==> config.mk <==
export PLATFORM = sky130hd
export DESIGN_NAME = sub_unit
export DESIGN_NICKNAME = d
export VERILOG_FILES = /design/src/rtl/sub_unit_pkg.sv /design/src/rtl/sub_half_stage.sv /design/src/rtl/sub_unit.sv
export SDC_FILE = /design/constraint.sdc
export NUM_CORES = 1
export LEC_CHECK = 0
export ABC_AREA = 1
export BUFFER_PORTS_ARGS = -buffer_cell sky130_fd_sc_hd__buf_2
export CAP_MARGIN = 30
export CORE_UTILIZATION = 41
export CTS_CLUSTER_DIAMETER = 50
export CTS_CLUSTER_SIZE = 40
export DETAILED_ROUTE_END_ITERATION = 10
export GPL_TIMING_DRIVEN = 0
export SYNTH_ARGS = -nofsm -noshare
export SYNTH_HDL_FRONTEND = slang
export SYNTH_SLANG_ARGS = --single-unit
export TNS_END_PERCENT = 5
==> constraint.sdc <==
create_clock -name clk -period 2.75 [get_ports clk]
set_input_delay 0.4125 -clock clk [delete_from_list [all_inputs] [get_ports clk]]
set_output_delay 0.4125 -clock clk [all_outputs]
set_load 0.02 [all_outputs]
==> src/rtl/sub_unit_pkg.sv <==
`default_nettype none
// ============================================================================
//  Module   : sub_unit_pkg
//  Purpose  : Shared widths for the integer execution units and reservation
//             stations, plus the signed-overflow helper used by sub_unit.
//  Ports    : none (package)
//  Revision : 1.0 - initial release
// ============================================================================
package sub_unit_pkg;

    localparam int DATA_W        = 32;
    localparam int HALF_W        = 16;
    localparam int TAG_W_DEFAULT = 4;

    // Signed overflow of a - b: operands of opposite sign and a result whose
    // sign differs from the minuend.
    function automatic logic sub_ovf(input logic a_msb, input logic b_msb,
                                     input logic d_msb);
        return (a_msb != b_msb) && (d_msb != a_msb);
    endfunction

endpackage
`default_nettype wire

==> src/rtl/sub_half_stage.sv <==
`default_nettype none
// ============================================================================
//  Module   : sub_half_stage
//  Purpose  : 16-bit subtract slice computing a + ~b + cin with carry-out.
//  Ports    : a, b  - 16-bit operands (b is inverted internally)
//             cin   - carry in (1 for the low slice, chained carry otherwise)
//             diff  - 16-bit result
//             cout  - carry out of the slice MSB
//  Revision : 1.0 - initial release
// ============================================================================
module sub_half_stage
    import sub_unit_pkg::*;
(
    input  logic [HALF_W-1:0] a,
    input  logic [HALF_W-1:0] b,
    input  logic              cin,
    output logic [HALF_W-1:0] diff,
    output logic              cout
);

    logic [HALF_W:0] w_sum;

    assign w_sum = {1'b0, a} + {1'b0, ~b} + {{HALF_W{1'b0}}, cin};
    assign diff  = w_sum[HALF_W-1:0];
    assign cout  = w_sum[HALF_W];

endmodule
`default_nettype wire

==> src/rtl/sub_unit.sv <==
`default_nettype none
// ============================================================================
//  Module   : sub_unit
//  Purpose  : Two-stage pipelined 32-bit subtractor with valid/ready handshake
//             on both sides, tag pass-through and flush.
//             Stage 1 computes the low half, stage 2 the high half and flags.
//  Macro    : SUB_UNIT_OVF_EN - when defined, out_ovf carries the signed
//             overflow flag; otherwise out_ovf is tied 0 (ports unchanged).
//  Ports    : clk, rst_n (sync, active-low), flush
//             in_valid/in_ready, in_a, in_b, in_tag      - operand side
//             out_valid/out_ready, out_diff, out_borrow,
//             out_ovf, out_tag                           - result side
//  Revision : 1.0 - initial release
// ============================================================================
module sub_unit
    import sub_unit_pkg::*;
#(
    parameter int TAG_W = TAG_W_DEFAULT
) (
    input  logic              clk,
    input  logic              rst_n,
    input  logic              flush,
    input  logic              in_valid,
    output logic              in_ready,
    input  logic [DATA_W-1:0] in_a,
    input  logic [DATA_W-1:0] in_b,
    input  logic [TAG_W-1:0]  in_tag,
    output logic              out_valid,
    input  logic              out_ready,
    output logic [DATA_W-1:0] out_diff,
    output logic              out_borrow,
    output logic              out_ovf,
    output logic [TAG_W-1:0]  out_tag
);

    // Stage 1 state
    logic              r_s1_valid;
    logic [HALF_W-1:0] r_s1_diff_lo;
    logic              r_s1_carry;
    logic [HALF_W-1:0] r_s1_a_hi;
    logic [HALF_W-1:0] r_s1_b_hi;
    logic [TAG_W-1:0]  r_s1_tag;

    // Stage 2 state
    logic              r_s2_valid;
    logic [DATA_W-1:0] r_s2_diff;
    logic              r_s2_borrow;
    logic [TAG_W-1:0]  r_s2_tag;

    logic [HALF_W-1:0] w_lo_diff;
    logic              w_lo_carry;
    logic [HALF_W-1:0] w_hi_diff;
    logic              w_hi_carry;
    logic              w_s2_adv;
    logic              w_s1_adv;
    logic              w_accept;

    sub_half_stage u_lo (
        .a    (in_a[HALF_W-1:0]),
        .b    (in_b[HALF_W-1:0]),
        .cin  (1'b1),
        .diff (w_lo_diff),
        .cout (w_lo_carry)
    );

    sub_half_stage u_hi (
        .a    (r_s1_a_hi),
        .b    (r_s1_b_hi),
        .cin  (r_s1_carry),
        .diff (w_hi_diff),
        .cout (w_hi_carry)
    );

    // Backpressure chain: a stage may load when it is empty or when the
    // stage downstream of it is moving this cycle.
    assign w_s2_adv = !r_s2_valid || out_ready;
    assign w_s1_adv = !r_s1_valid || w_s2_adv;
    assign in_ready = rst_n && !flush && w_s1_adv;
    assign w_accept = in_valid && in_ready;

    always_ff @(posedge clk) begin
        if (!rst_n) begin
            r_s1_valid   <= 1'b0;
            r_s1_diff_lo <= '0;
            r_s1_carry   <= 1'b0;
            r_s1_a_hi    <= '0;
            r_s1_b_hi    <= '0;
            r_s1_tag     <= '0;
            r_s2_valid   <= 1'b0;
            r_s2_diff    <= '0;
            r_s2_borrow  <= 1'b0;
            r_s2_tag     <= '0;
        end else if (flush) begin
            // Data registers keep their contents; only the valid bits matter.
            r_s1_valid <= 1'b0;
            r_s2_valid <= 1'b0;
        end else begin
            if (w_s1_adv) begin
                r_s1_valid <= w_accept;
                if (w_accept) begin
                    r_s1_diff_lo <= w_lo_diff;
                    r_s1_carry   <= w_lo_carry;
                    r_s1_a_hi    <= in_a[DATA_W-1:HALF_W];
                    r_s1_b_hi    <= in_b[DATA_W-1:HALF_W];
                    r_s1_tag     <= in_tag;
                end
            end
            if (w_s2_adv) begin
                r_s2_valid <= r_s1_valid;
                if (r_s1_valid) begin
                    r_s2_diff   <= {w_hi_diff, r_s1_diff_lo};
                    // No carry out of bit 31 means the subtraction borrowed.
                    r_s2_borrow <= !w_hi_carry;
                    r_s2_tag    <= r_s1_tag;
                end
            end
        end
    end

`ifdef SUB_UNIT_OVF_EN
    logic r_s2_ovf;

    always_ff @(posedge clk) begin
        if (!rst_n) begin
            r_s2_ovf <= 1'b0;
        end else if (!flush && w_s2_adv && r_s1_valid) begin
            r_s2_ovf <= sub_ovf(r_s1_a_hi[HALF_W-1], r_s1_b_hi[HALF_W-1],
                                w_hi_diff[HALF_W-1]);
        end
    end

    assign out_ovf = r_s2_ovf;
`else
    assign out_ovf = 1'b0;
`endif

    assign out_valid  = r_s2_valid;
    assign out_diff   = r_s2_diff;
    assign out_borrow = r_s2_borrow;
    assign out_tag    = r_s2_tag;

endmodule
`default_nettype wire

---- Word level (Yosys, flattened, before mapping) ----
Index checks and enable logic that the tools add are counted.
Widths: inputs -> output; s select.
word-level totals
  register bits after elaboration ......... 92
  input bits .............................. 73
  word-level logic and storage cells ...... 30
operators by class
  add/subtract/negate cells ............... 4
  bitwise gates (word level) .............. 4
  reductions and logical operators ........ 12
operators by type and width
  cell                   count
  $add 16x16->17         2
  $not 16->16            2
  $add 17x1->17          1
  $add 17x1->17 const B  1
  $reduce_and 3->1       2
  $logic_not 1->1        4
  $logic_and 1x1->1      3
  $logic_or 1x1->1       2
  $not 1->1              2
  $reduce_or 2->1        1

---- Logic depth before layout (Yosys ltp) ----
Gate-level depths: netlist (run 1).
  word-level depth ........................ 6
  depth in mapped cells ................... 14
  gate-level depth less buffers ........... 14

---- Hierarchy ----
Synthesis (run 1) repeated with hierarchy kept, for this count alone.
unflattened totals
  cells, all modules ...................... 1049
  area, all modules ....................... 6324.8 sq um
modules (own cells, without submodules)
  module          instances  cells an instance  area an instance (sq um)  sequential area each (sq um)
  sub_unit        1          635                4240.3                    1841.8
  sub_half_stage  2          207                1042.2                    0.0

---- Least setup slack after synthesis (run 1) ----
Ideal clock, no wire load.
  path type ............................... flip-flop to flip-flop
  start ................................... reg r_s1_carry
  end ..................................... reg r_s2_diff[24], in the netlist out_diff[24]
  data arrival time ....................... 1.790 ns
  data required time ...................... 2.641 ns
  setup slack ............................. 0.851 ns
  stages on the path, launching flop included .. 13
  clock period less this slack ............ 1.899 ns
  cells stage by stage .................... dfxtp_1 > inv_1 > fa_1 > inv_1 > fa_1 > nand2_1 > o21ai_0 > nand2_1 > nand2_1 > xnor2_1 > nand2_1 > nand2_1 > inv_1
on the way
  word-level cells in the longest chain between the ends .. 1
RTL lines
  what                    RTL line              text
  from (decl)             sub_unit.sv:39        logic r_s1_carry;
  from (signal assigned)  sub_unit.sv:102       r_s1_carry <= w_lo_carry;
  $add 17x1->17           sub_half_stage.sv:23  assign w_sum = {1'b0, a} + {1'b0, ~b} + {{HALF_W{1'b0}}, cin};
  to (signal assigned)    sub_unit.sv:111       r_s2_diff <= {w_hi_diff, r_s1_diff_lo};
  to (decl)               sub_unit.sv:46        logic [DATA_W-1:0] r_s2_diff;
Every way passes these cells.
A chain may end at the register's enable or synchronous reset.

---- Final worst setup path (run 1) ----
Ends and elaborated chain as after synthesis.

==> results of run 1 <==
[layout make-up]
cell class                 instances  share of cell area
multi-input combinational        543               0.425
sequential                        92               0.285
inverter                         168              0.0982
timing repair buffer             110              0.0851
clock buffer                      10              0.0369
tap                              172              0.0333
buffer                            27              0.0226
clock inverter                     6              0.0145
[sequential cells by signal (all words and copies together) (netlist names)]
| register | count |
|---|---|
| out_diff | 32 |
| r_s1_a_hi | 16 |
| r_s1_b_hi | 16 |
| r_s1_diff_lo | 16 |
| out_tag | 4 |
| r_s1_tag | 4 |
| out_borrow | 1 |
| out_valid | 1 |
| r_s1_carry | 1 |
| r_s1_valid | 1 |
[final timing paths]
path / to / slack (ps)
worst max-delay path: out_diff[24] / 470
worst min-delay path: r_s1_a_hi[8] / 290
worst min register to register: out_diff[1] / 440
worst max register to register: out_diff[24] / 470
[cell usage in the layout (no fill, tap or decap), drive strengths merged, types with 2 or more instances in the layout]
cell type / instances
nand3: 48
nor2: 110
bufinv: 2
o21ai: 71
o211ai: 6
clkbuf: 21
a21oi: 61
or2: 3
xor2: 3
xnor2: 4
ha: 31
inv: 170
nand4: 5
fa: 3
nand2: 186
buf: 126
dfxtp: 92
nor3: 9
[routing by layer]
layer | track usage | wire length, µm
met1 | 0.289 | 7000
met2 | 0.379 | 6590
met3 | 0.0337 | 562
met4 | 0.0658 | 216
met5 | 0 | 0
[power groups by stage]
stage	combinational [W]	clock, W	sequential, W
after global routing	0.000894	0.00145	0.00143
after floorplan	0.000537	0	0.00147
final	0.000780	0.00138	0.00142
after detailed placement	0.000775	0	0.00145
after CTS	0.000780	0.00141	0.00142
after global placement	0.000772	0	0.00145
[kinds of logic after synthesis]
logic type / after synthesis / share of synthesized area
XOR/XNOR: 7 / 0.0114
AND/OR/NAND/NOR: 361 / 0.277
adder cells (fa/ha/maj): 34 / 0.0834
other: 1 / 0.000698
flip-flops: 92 / 0.343
AO/OA/AOI/OAI: 140 / 0.139
buffers and inverters: 195 / 0.146
[metrics by stage]
step / total power (W) / utilization / setup WS, ps / instance area (µm²)
floorplan: 0.00201 / - / 851 / 5370
CTS: 0.00361 / 0.509 / 493 / 6470
finish: 0.00359 / 0.509 / 469 / 6470
detailed placement: 0.00223 / 0.482 / 502 / 6140
global route: 0.00377 / 0.509 / 330 / 6470
global placement: 0.00222 / 0.482 / 509 / 6140
[worst min-delay path, delay by kind of cell]
family | cells | cell delay [ps]
buffers and inverters | 1 | 70
and+or+nand+nor | 2 | 110
==> impl_metrics.tcl, run 1 <==
set metrics [dict create \
    comb_power_share 0.217 \
    cp.required_ps 3000 \
    synth_area_leaders "dfxtp_1 (34%), nand2_1 (13%), inv_1 (12%)" \
    path_common_cell "nand2_1" \
    multi_input_area_um2 2750 \
    initialDrtViolationCount 281 \
    p_clk_frac 0.386 \
    leakagePower_nw 3.62 \
    io_pins 113 \
    grt_usage 0.222 \
    yosysTopAreaCell "dfxtp_1" \
    die_y_um 116 \
    clock_skew_ps 6.02 \
    slew_viol_final 0 \
    start_kind "flip-flop" \
    grt_overflow_total 0 \
    drt_first_pass_iters 5 \
    cts_hold_buf 0 \
    whs_path_depth 3 \
    cts_buffer_depth 2 \
    worstHoldStart "in_a[24]" \
    numCtsBuffers 9 \
    wl_per_cell_um 12.7 \
    stdcell_count 1128 \
    syn_nets 937 \
    clk_pin_slew_worst_paths_ps 70 \
    yosysSeqAreaShare 0.343 \
    cp_max_fo 3 \
    ys_seq_elements 92 \
    nets 1058 \
    crit_type "reg2reg" \
    routed_wl_um 14400 \
    cp_cell_sequence "inv_1, fa_1, inv_1, fa_1, nand2_1, o21ai_0, nand2_1, nand2_1, xnor2_1, nand2_1, nand2_1, inv_1" \
    critPathSlowestCell "fa_1" \
    post-dp-hpwl_um 11200 \
    grt_pass1_wl_um 22800 \
    synth_top_area_share 0.343 \
    crit_start "r_s1_carry" \
    post_cts_buffers 0 \
    tns_ps 0 \
    status "finished clean" \
    vias_per_cell 4.65 \
    endpoint_kind "flip-flop" \
    cp_num_buf_inv 3 \
    internal_power_w 0.00251 \
    holdCritPathClass "in2reg" \
    worstRegToRegCells 12 \
    maxCapViolCount 0 \
    dp.cells 1112 \
    cts-resized-gates 0 \
    synth_edf_count 0 \
    swShare 0.300 \
    cts.sinks 92 \
    drive_above_1_share 0.166 \
    cts_tree "built" \
    slowest_delay_ps 410 \
    num_vias 5240 \
    tightest_slew_ps 584 \
    power_frac_seq 0.397 \
    hold_violations 0 \
    fp.dieArea_um2 13600 \
    ys_types 31 \
    synth_area_per_cell_um2 6.47 \
    coreArea_um2 12700 \
    die_width_um 116 \
    rsz0062_at_grt "no" \
    synth.most_common_cell "nand2_1" \
    routabilityCongestion 0.880 \
    path_delay_family "adder cells" \
    synth_area_um2 5370 \
    fin_crit_ps 2280 \
    antenna_cells 0 \
    timing.fmax_mhz 438 \
    cts_root_buf "clkbuf_16" \
    grt_antenna_before_repair 0 \
    synthTopCellsByCount "nand2_1 (185), inv_1 (166), nor2_1 (107)" \
    drc 0 \
    arrival_ps 2530 \
    synthCells 830 \
    grt_pass1_vias 4790 \
    ctsHtreeMaxLevel 3 \
    power_density_nw_per_um2 554 \
    setup_violations 0 \
    ir_worst_vdd_v 0.000270 \
    n_fill_cell 1379 \
    syn_to_final_growth_pct 20.4 \
    p_sw_w 0.00108 \
    initial_core_util 0.422 \
    async_flop_share 0 \
    period_share 0.829 \
    grt_max_degree 17 \
    io_buffers 110 \
    fin_hold_ws_ps 291 \
    ys.flop_type "dfxtp_1" \
    clk_latency_ps 350 \
    r2r_start "r_s1_carry" \
    antenna_left 0 \
    cp.depth 12 \
    num_rows 41 \
    regArea_um2 1840 \
    slew_headroom 0.611 \
    yosysWarnings 0 \
]
Note: power is estimated with default switching activity, not from simulation.
==> run 2: changes to the inputs <==
==> constraint.sdc (replaced) <==
create_clock -name clk -period 2.3 [get_ports clk]
set_input_delay 0.345 -clock clk [delete_from_list [all_inputs] [get_ports clk]]
set_output_delay 0.345 -clock clk [all_outputs]
set_load 0.02 [all_outputs]
==> run 2 against run 1 <==
Maximum frequency increased by 6.1%; sequential cell count unchanged; hold slack got worse by 68 ps; final cell count unchanged; sequential power grew 20%; critical path type unchanged.
==> impl_metrics.tcl, run 2 (synthesized netlist as in run 1, its figures left out) <==
set metrics [dict create \
    routed_wl_um 14300 \
    vias_per_cell 4.63 \
    grt_overflow_total 0 \
    maxCapViolCount 0 \
    initial_core_util 0.422 \
    layout_common_cells "nand2_1 (185), inv_1 (166), buf_2 (119), nor2_1 (107), dfxtp_1 (92)" \
    slew_headroom 0.613 \
    num_rows 41 \
    ctsHtreeMaxLevel 3 \
    drive_above_1_share 0.166 \
    power_w 0.00429 \
    drt_first_pass_iters 7 \
    antenna_left 0 \
    grt_antenna_before_repair 0 \
    arrival_ps 2400 \
    ir_worst_vdd_v 0.000323 \
    nets 1058 \
    leakagePower_nw 3.62 \
    clk_latency_ps 350 \
    holdCritPathClass "in2reg" \
    grt_usage 0.222 \
    grt_max_degree 17 \
    cts_root_buf "clkbuf_16" \
    cts.sinks 92 \
    period_share 0.935 \
    numCtsBuffers 9 \
    hold_violations 0 \
    num_vias 5227 \
    post-dp-hpwl_um 11200 \
    clock_skew_ps 5.99 \
    drc 0 \
    status "finished clean" \
    initialDrtViolationCount 279 \
    syn_to_final_growth_pct 20.4 \
    fp.dieArea_um2 13600 \
    power_density_nw_per_um2 663 \
    antenna_cells 0 \
    cp_max_fo 3 \
    wl_per_cell_um 12.7 \
    routabilityCongestion 0.880 \
    crit_type "reg2reg" \
    setup_violations 0 \
    clk_pin_slew_worst_paths_ps 70 \
    grt_pass1_vias 4790 \
    largest_reg_flops 32 \
    utilization 0.509 \
    io_buffers 110 \
    rsz0062_at_grt "no" \
    cts_buffer_depth 2 \
    coreArea_um2 12700 \
    cts_tree "built" \
    tns_ps 0 \
    grt_pass1_wl_um 22800 \
    slew_viol_final 0 \
    start_kind "flip-flop" \
    timing.fmax_mhz 465 \
    die_width_um 116 \
    layout_commonest_cell "nand2_1" \
    endpoint_kind "flip-flop" \
    cp.required_ps 2550 \
    fin_crit_ps 2150 \
    io_pins 113 \
    die_y_um 116 \
    tightest_slew_ps 580 \
]
run 2: cell count changes in the layout (fill, tap and decap cells not counted):
cell	delta
o21ai_0	-1
o21ai_1	+1
run 2: worst paths after layout:
| path | slack, ps | cells past startpoint | endpoint | startpoint |
|---|---|---|---|---|
| setup reg to reg | 150 | 12 | out_diff[24] | r_s1_carry |
| setup / recovery | 150 | 12 | out_diff[24] | r_s1_carry |
| hold / removal | 220 | 3 | r_s1_a_hi[8] | in_a[24] |
| hold reg to reg | 440 | 2 | out_diff[1] | r_s1_diff_lo[1] |
run 2: per-layer routing:
metal | wire length, µm | up-vias | track usage
met2 | 6560 | 114 | 0.379
met4 | 218 | 0 | 0.0658
met3 | 532 | 18 | 0.0337
li1 | - | 2823 | -
met5 | 0 | - | 0
met1 | 7020 | 2272 | 0.289
run 2: area by class of cell:
class                   count  area (µm²)
clock inverters             6        93.8
repair buffers            110         551
well taps                 172         215
plain buffers              27         146
inverters                 168         636
clock buffers              10         239
multi-input cells         543        2750
fillers                  1379        6250
flip-flops and latches     92        1840
run 2: critical path, stage by stage, from the launching register on:
cell and delay [ps]:
dfxtp_1 330, inv_1 60, fa_1 410, inv_1 120, fa_1 230, nand2_1 80
o21ai_1 290, nand2_1 90, nand2_1 110, xnor2_1 150, nand2_1 70, nand2_1 60
inv_1 40
run 2: repair_timing:
item / 4_1_cts / 5_1_grt
endpoints found under the setup margin: 0 / 3
gates resized for setup: 0 / 1
setup buffers: 0 / 0
endpoints found under the hold margin: 0 / 0
hold buffers: 0 / 0
run 2: report_power, final:
| group | switching [W] | internal, W |
|---|---|---|
| Clock | 0.000665 | 0.000992 |
| Combinational | 0.000590 | 0.000343 |
| Sequential | 0.0000340 | 0.00167 |
run 2: metrics by stage:
| stage | hold slack (ps) | setup WS (ps) | std cells | area [µm²] |
|---|---|---|---|---|
| 2_1_floorplan | 421 | 401 | 830 | 5370 |
| 3_3_place_gp | 438 | 59.1 | 1112 | 6140 |
| 5_1_grt | 231 | 26.8 | 1128 | 6470 |
| 6_report | 224 | 150 | 1128 | 6470 |
| 3_5_place_dp | 440 | 52.5 | 1112 | 6140 |
| 4_1_cts | 219 | 43.1 | 1128 | 6470 |
